--- src/rtl/video_pkg.sv ---
// rtl/video_pkg.sv - shared state encoding and widths for the video line fetch engine
package video_pkg;

  localparam int ADDR_W  = 24;
  localparam int WORDS_W = 11;

  typedef enum logic [1:0] {
    IDLE = 2'd0,
    REQ  = 2'd1,
    DATA = 2'd2,
    ACK  = 2'd3
  } fetch_state_e;

endpackage

--- src/rtl/sync_fifo.sv ---
// rtl/sync_fifo.sv - first-word-fall-through FIFO with synchronous flush
module sync_fifo #(
  parameter int WIDTH = 16,
  parameter int DEPTH = 32
) (
  input  logic                   clk_i,
  input  logic                   rst_ni,
  input  logic                   flush_i,
  input  logic                   push_i,
  input  logic [WIDTH-1:0]       data_i,
  input  logic                   pop_i,
  output logic [WIDTH-1:0]       data_o,
  output logic                   empty_o,
  output logic                   full_o,
  output logic [$clog2(DEPTH):0] count_o
);
  localparam int AW = $clog2(DEPTH);

  logic [WIDTH-1:0] mem_q [DEPTH];
  logic [AW-1:0]    wr_ptr_q, rd_ptr_q;
  logic [AW:0]      count_q;
  logic             do_push, do_pop;

  assign empty_o = (count_q == '0);
  assign full_o  = (count_q == (AW+1)'(DEPTH));
  assign do_push = push_i && !full_o && !flush_i;
  assign do_pop  = pop_i && !empty_o && !flush_i;
  assign data_o  = mem_q[rd_ptr_q];
  assign count_o = count_q;

  always_ff @(posedge clk_i) begin
    if (do_push) mem_q[wr_ptr_q] <= data_i;
  end

  always_ff @(posedge clk_i or negedge rst_ni) begin
    if (!rst_ni) begin
      wr_ptr_q <= '0;
      rd_ptr_q <= '0;
      count_q  <= '0;
    end else if (flush_i) begin
      wr_ptr_q <= '0;
      rd_ptr_q <= '0;
      count_q  <= '0;
    end else begin
      if (do_push) wr_ptr_q <= wr_ptr_q + AW'(1);
      if (do_pop)  rd_ptr_q <= rd_ptr_q + AW'(1);
      if (do_push && !do_pop)      count_q <= count_q + (AW+1)'(1);
      else if (do_pop && !do_push) count_q <= count_q - (AW+1)'(1);
    end
  end

endmodule

--- src/rtl/video_line_fetch.sv ---
// rtl/video_line_fetch.sv - scanline burst fetcher feeding a pixel FIFO; VIDEO_LINE_FETCH_UNDERRUN_EN adds a sticky underrun flag
module video_line_fetch
  import video_pkg::*;
#(
  parameter int BURST_LEN  = 4,
  parameter int FIFO_DEPTH = 32
) (
  input  logic               clk_i,
  input  logic               rst_ni,
  input  logic               line_start_i,
  input  logic [ADDR_W-1:0]  line_base_i,
  input  logic [WORDS_W-1:0] line_words_i,
  output logic               line_done_o,
  output logic               busy_o,
  output logic               sdram_rd_o,
  output logic [ADDR_W-1:0]  sdram_addr_x16_o,
  input  logic               sdram_rdy_i,
  input  logic               sdram_resp_valid_i,
  input  logic [15:0]        sdram_rdata_i,
  output logic               sdram_ack_o,
  input  logic               pix_rd_i,
  output logic [15:0]        pix_data_o,
  output logic               pix_empty_o
`ifdef VIDEO_LINE_FETCH_UNDERRUN_EN
  ,
  output logic               underrun_o
`endif
);
  localparam int CW = $clog2(FIFO_DEPTH) + 1;
  localparam int BW = $clog2(BURST_LEN) + 1;
  localparam int SW = CW + 2;
  localparam logic [WORDS_W-1:0] BURST_MASK = WORDS_W'(BURST_LEN - 1);

  fetch_state_e       state_q, state_d;
  logic [ADDR_W-1:0]  addr_q, addr_d, pend_base_q, pend_base_d;
  logic [WORDS_W-1:0] remain_q, remain_d, pend_words_q, pend_words_d;
  logic               busy_q, busy_d, done_q, done_d, pend_q, pend_d;
  logic [BW-1:0]      beat_q, beat_d;

  logic [CW-1:0]      fifo_count;
  logic               fifo_full, fifo_empty, fifo_flush, push_en, launch;
  logic [BW-1:0]      outstanding;
  logic [SW-1:0]      committed;
  logic               credit_ok;
  logic [ADDR_W-1:0]  start_base;
  logic [WORDS_W-1:0] start_words, next_remain;

  // Words already promised to the FIFO: occupancy plus beats still owed by the in-flight burst.
  always_comb begin
    outstanding = '0;
    if (state_q == REQ || state_q == DATA) outstanding = BW'(BURST_LEN) - beat_q;
    committed = SW'(fifo_count) + SW'(outstanding) + SW'(BURST_LEN);
    credit_ok = !fifo_full && (committed <= SW'(FIFO_DEPTH));
  end

  assign push_en = (state_q == DATA) && sdram_resp_valid_i && !pend_q && !line_start_i;

  always_comb begin
    state_d      = state_q;
    addr_d       = addr_q;
    remain_d     = remain_q;
    busy_d       = busy_q;
    done_d       = 1'b0;
    pend_d       = pend_q;
    pend_base_d  = pend_base_q;
    pend_words_d = pend_words_q;
    beat_d       = beat_q;
    fifo_flush   = 1'b0;
    launch       = 1'b0;
    start_base   = line_start_i ? line_base_i : pend_base_q;
    start_words  = (line_start_i ? line_words_i : pend_words_q) & ~BURST_MASK;
    next_remain  = remain_q - WORDS_W'(BURST_LEN);

    case (state_q)
      IDLE: begin
        if (line_start_i) launch = 1'b1;
        else if (busy_q && remain_q != '0 && credit_ok) state_d = REQ;
      end
      REQ: begin
        if (sdram_rdy_i) state_d = DATA;
      end
      DATA: begin
        if (sdram_resp_valid_i) begin
          if (beat_q == BW'(BURST_LEN - 1)) begin
            beat_d  = '0;
            state_d = ACK;
          end else begin
            beat_d = beat_q + BW'(1);
          end
        end
      end
      ACK: begin
        if (pend_q || line_start_i) begin
          launch = 1'b1;
        end else begin
          addr_d   = addr_q + ADDR_W'(BURST_LEN);
          remain_d = next_remain;
          if (next_remain == '0) begin
            done_d  = 1'b1;
            busy_d  = 1'b0;
            state_d = IDLE;
          end else begin
            state_d = credit_ok ? REQ : IDLE;
          end
        end
      end
      default: state_d = IDLE;
    endcase

    // A start arriving mid-burst waits until the burst has been released.
    if (line_start_i && (state_q == REQ || state_q == DATA)) begin
      pend_d       = 1'b1;
      pend_base_d  = line_base_i;
      pend_words_d = line_words_i;
    end

    if (launch) begin
      fifo_flush = 1'b1;
      pend_d     = 1'b0;
      addr_d     = start_base;
      remain_d   = start_words;
      busy_d     = (start_words != '0);
      done_d     = (start_words == '0);
      state_d    = (start_words != '0) ? REQ : IDLE;
    end
  end

  always_ff @(posedge clk_i or negedge rst_ni) begin
    if (!rst_ni) begin
      state_q      <= IDLE;
      addr_q       <= '0;
      remain_q     <= '0;
      busy_q       <= 1'b0;
      done_q       <= 1'b0;
      pend_q       <= 1'b0;
      pend_base_q  <= '0;
      pend_words_q <= '0;
      beat_q       <= '0;
    end else begin
      state_q      <= state_d;
      addr_q       <= addr_d;
      remain_q     <= remain_d;
      busy_q       <= busy_d;
      done_q       <= done_d;
      pend_q       <= pend_d;
      pend_base_q  <= pend_base_d;
      pend_words_q <= pend_words_d;
      beat_q       <= beat_d;
    end
  end

  sync_fifo #(
    .WIDTH (16),
    .DEPTH (FIFO_DEPTH)
  ) u_fifo (
    .clk_i   (clk_i),
    .rst_ni  (rst_ni),
    .flush_i (fifo_flush),
    .push_i  (push_en),
    .data_i  (sdram_rdata_i),
    .pop_i   (pix_rd_i),
    .data_o  (pix_data_o),
    .empty_o (fifo_empty),
    .full_o  (fifo_full),
    .count_o (fifo_count)
  );

  assign sdram_rd_o       = (state_q == REQ);
  assign sdram_ack_o      = (state_q == ACK);
  assign sdram_addr_x16_o = addr_q;
  assign busy_o           = busy_q;
  assign line_done_o      = done_q;
  assign pix_empty_o      = fifo_empty;

`ifdef VIDEO_LINE_FETCH_UNDERRUN_EN
  logic underrun_q;

  always_ff @(posedge clk_i or negedge rst_ni) begin
    if (!rst_ni)                                  underrun_q <= 1'b0;
    else if (line_start_i)                        underrun_q <= 1'b0;
    else if (pix_rd_i && fifo_empty && busy_q)    underrun_q <= 1'b1;
  end

  assign underrun_o = underrun_q;
`endif

endmodule

--- config.mk ---
export PLATFORM = sky130hd
export DESIGN_NAME = video_line_fetch
export DESIGN_NICKNAME = d
export VERILOG_FILES = /design/src/rtl/video_pkg.sv /design/src/rtl/sync_fifo.sv /design/src/rtl/video_line_fetch.sv
export SDC_FILE = /design/constraint.sdc
export NUM_CORES = 1
export LEC_CHECK = 0
export CAP_MARGIN = 0
export CORE_MARGIN = 4
export CORE_UTILIZATION = 46
export CTS_CLUSTER_DIAMETER = 60
export CTS_CLUSTER_SIZE = 10
export DETAILED_ROUTE_END_ITERATION = 16
export GPL_TIMING_DRIVEN = 1
export PLACE_DENSITY = 0.62
export SLEW_MARGIN = 20
export SYNTH_ARGS = -nofsm -noshare
export SYNTH_HDL_FRONTEND = slang
export SYNTH_SLANG_ARGS = --single-unit
export TNS_END_PERCENT = 10
--- constraint.sdc ---
create_clock -name clk_i -period 8.2 [get_ports clk_i]
set_input_delay 0.82 -clock clk_i [delete_from_list [all_inputs] [get_ports clk_i]]
set_output_delay 0.82 -clock clk_i [all_outputs]
set_load 0.005 [all_outputs]
==> results.yml <==
logic_synthesis:
  synth_area_per_cell_um2: 19.4
  synth_fp_nets: 1353
  syn_area_um2: 24700
  synth.distinct_cells: 60
  synth_adder_area_share: 0.0143
  ys_top_cells_by_area: "edfxtp_1 62%, mux4_2 15%, dfrtp_1 9.1%"
  yosys-mux-area-fraction: 0.185
  synth_top_flop_cell: "edfxtp_1"
  yosysWarningCount: 0
  synth_edf_count: 512
  netlist_instances: 1269
  synth_top_cell_area_share: 0.624
  seq_area_frac_synth: 0.715
  yosys.area.top_type: "edfxtp_1"
  synth-async-reset-ratio: 0.150
  synth_compound_area_frac: 0.0271
  synth-simple-area-share: 0.0362
  synth_top_family_by_area: "multiplexers"
  ys_ff_latch: 602
  synthXorXnorAreaFrac: 0.00781
clock_tree:
  cts_setup_buffers: 0
  holdBufCountCts: 0
  cts.sinks: 602
  ctsResizeCount: 0
  clk_latency_ns: 0.60
  path_clk_slew_ns: 0.06
  cts_max_level: 3
  cts-root-buf: "clkbuf_16"
  cts_tree: "built"
  numCtsBuffers: 71
  cts_buffer_depth: 3
worst_setup_path:
  r2r-end: "state_q[0]"
  crit_arrival_ns: 4.20
  crit_slowest_cell: "dfrtp_4"
  worstSetupPathType: "flip-flop to primary output"
  r2r_slack_ns: 4.17
  required_ns: 7.38
  crit_fanout: 100
  crit_start: "u_fifo.rd_ptr_q[0]"
  path_common_cell: "mux4_2"
  crit_chain: "buf_12 > mux4_2 > mux4_2 > mux2_2 > clkdlybuf4s50_1"
  crit_path_end: "pix_data_o[6]"
  start_kind: "flip-flop"
  slowest_delay_ns: 0.87
  reg2regPathDepth: 12
  r2r-start: "state_q[0]"
  end_kind: "primary output"
timing:
  setup_viol: 0
  fin_crit_ns: 5.02
  tns_ns: 0
  rsz0062_at_grt: "false"
  fin_crit_sh: 0.612
  relSlewSlack: 0.238
  clock.fmax_mhz: 199
  final_hold_viol_count: 0
  finalMaxSlewViolations: 0
  worst_pin_slew_ns: 1.14
  fin_skew_ns: 0.0147
place:
  dp_cells: 2034
  routabilityCongestion: 0.772
  dp_hpwl_um: 30900
  port_buffers: 99
  place_area_um2: 26600
floorplanning:
  ios: 102
  die_area_um2: 57400
  core_area_um2: 52800
  chipWidth_um: 240
  start_util: 0.467
  die_h_um: 240
  num_rows: 84
routing:
  avgRoutedWirePerCell_um: 25.9
  ant_nets: 0
  wirelength_um: 55300
  drt_iter0_markers: 973
  via_per_inst: 5.87
  dr_total_vias: 12529
  drt_pass1_iterations: 5
  drc: 0
power_and_ir_drop:
  p_leak_nw: 9.43
  peakVddDrop_mv: 0.210
  power.density_nw_per_um2: 325
  total_power_w: 0.00928
layout:
  drive_above_1_share: 0.279
  nets: 1503
  fin_area_um2: 28600
  final_cell_count_no_fill: 2133
  synthToLayoutAreaGrowth_pct: 16.0
worst_hold_path:
  hp-class: "input port to async pin"
grt:
  grt-ovfl-total: 0
  grt_max_degree: 101
  grtUsageTotal: 0.195
  grt_pass1_vias: 12926
  antenna_found_initial: 2
  grt_pass1_wl_um: 82800
run:
  max-cap-violations: 0
status:
  outcome: "finished clean"
worst max-delay path, delay by kind of cell, from the launching register on:
| kind | cells | cell delay (ns) |
|---|---|---|
| mux | 3 | 1.48 |
| flops | 1 | 0.87 |
| buf+inv | 2 | 1.14 |
cell usage after synthesis, drive strengths merged, types with 17 or more instances:
master	n
mux2i	28
a21oi	24
o21ai	27
inv	18
clkbuf	31
edfxtp	512
nand3	17
buf	34
ha	25
mux4	160
nor2	64
mux2	60
nand2	39
dfrtp	90
where the power goes:
group	switching [W]	internal (W)	leakage, nW	total (W)
combinational	0.00118	0.00143	2.77	0.00261
clock	0.00117	0.00165	0.981	0.00282
sequential	0.000304	0.00355	5.68	0.00386
cells by family (layout without fill, tap and decap cells):
group | count (synthesis) | after routing
flip-flops | 602 | 602
multiplexers | 248 | 248
AND/OR/NAND/NOR | 186 | 186
AO/OA/AOI/OAI | 101 | 101
buffers and inverters | 83 | 258
adder cells (fa/ha/maj) | 27 | 27
XOR/XNOR | 22 | 22
other | 0 | 1
registers in the layout, summed over array words and instances, names as in the netlist, 2 cells and up:
signal            count
u_fifo.wr_ptr_q       5
state_q               2
pend_words_q          9
remain_q              9
u_fifo.count_o        6
pend_base_q          24
sdram_addr_x16_o     24
u_fifo.rd_ptr_q       5
u_fifo.mem_q        512
beat_q                3
placed cells by master, fill, tap and decap left out, types with 5 or more instances in the layout:
cell / n
a211oi_1: 9
nand4_1: 8
nand2_1: 39
buf_2: 12
xor2_1: 14
nand3_1: 17
nor3_1: 15
nor2_1: 32
ha_1: 25
dfrtp_1: 86
clkbuf_1: 15
a21o_1: 5
inv_1: 18
mux2_2: 60
a21oi_1: 22
clkdlybuf4s50_1: 86
nor2_2: 32
buf_4: 43
mux2i_1: 28
xnor2_1: 8
o21ai_0: 26
clkbuf_16: 73
and3_1: 5
mux4_2: 160
edfxtp_1: 512
nor2b_1: 11
worst min path at each step:
stage / start / slack, ns / to / cells past startpoint
floorplan: pend_base_q[23] / 0.47 / pend_base_q[23] / 1
global placement: sdram_addr_x16_o[1] / 0.47 / sdram_addr_x16_o[1] / 2
global route: rst_ni / 0.1 / pend_base_q[5] / 1
finish: rst_ni / 0.11 / pend_base_q[5] / 1
detailed placement: sdram_addr_x16_o[0] / 0.48 / sdram_addr_x16_o[0] / 2
CTS: rst_ni / 0.08 / sdram_addr_x16_o[12] / 1
through the flow:
step | hold slack (ns) | utilization | setup WS (ns)
after floorplan | 0.471 | - | 4.43
after detailed placement | 0.485 | 0.505 | 3.67
after CTS | 0.0808 | 0.543 | 3.02
after global routing | 0.0977 | 0.542 | 2.91
after global placement | 0.474 | 0.505 | 3.68
final | 0.109 | 0.542 | 3.18
final cells by class:
type,instances,area (um2)
Antenna cell,1,2.50
Clock buffer,89,1900
Sequential cell,602,17600
Multi-Input combinational cell,584,6750
Timing Repair Buffer,142,1260
Fill cell,4079,24200
Clock inverter,9,130
Tap cell,688,861
Inverter,18,67.6
layer usage:
layer  share of wire  vias up  wire length [um]  GRT usage
li1                -     5440                 -          -
met1            0.42     6607             23200      0.271
met2            0.49      396             27000      0.314
met3           0.069       84              3820     0.0462
met4           0.022        2              1240     0.0568
met5         0.00020        -                11          0
Power figures use the tool's default switching activity.
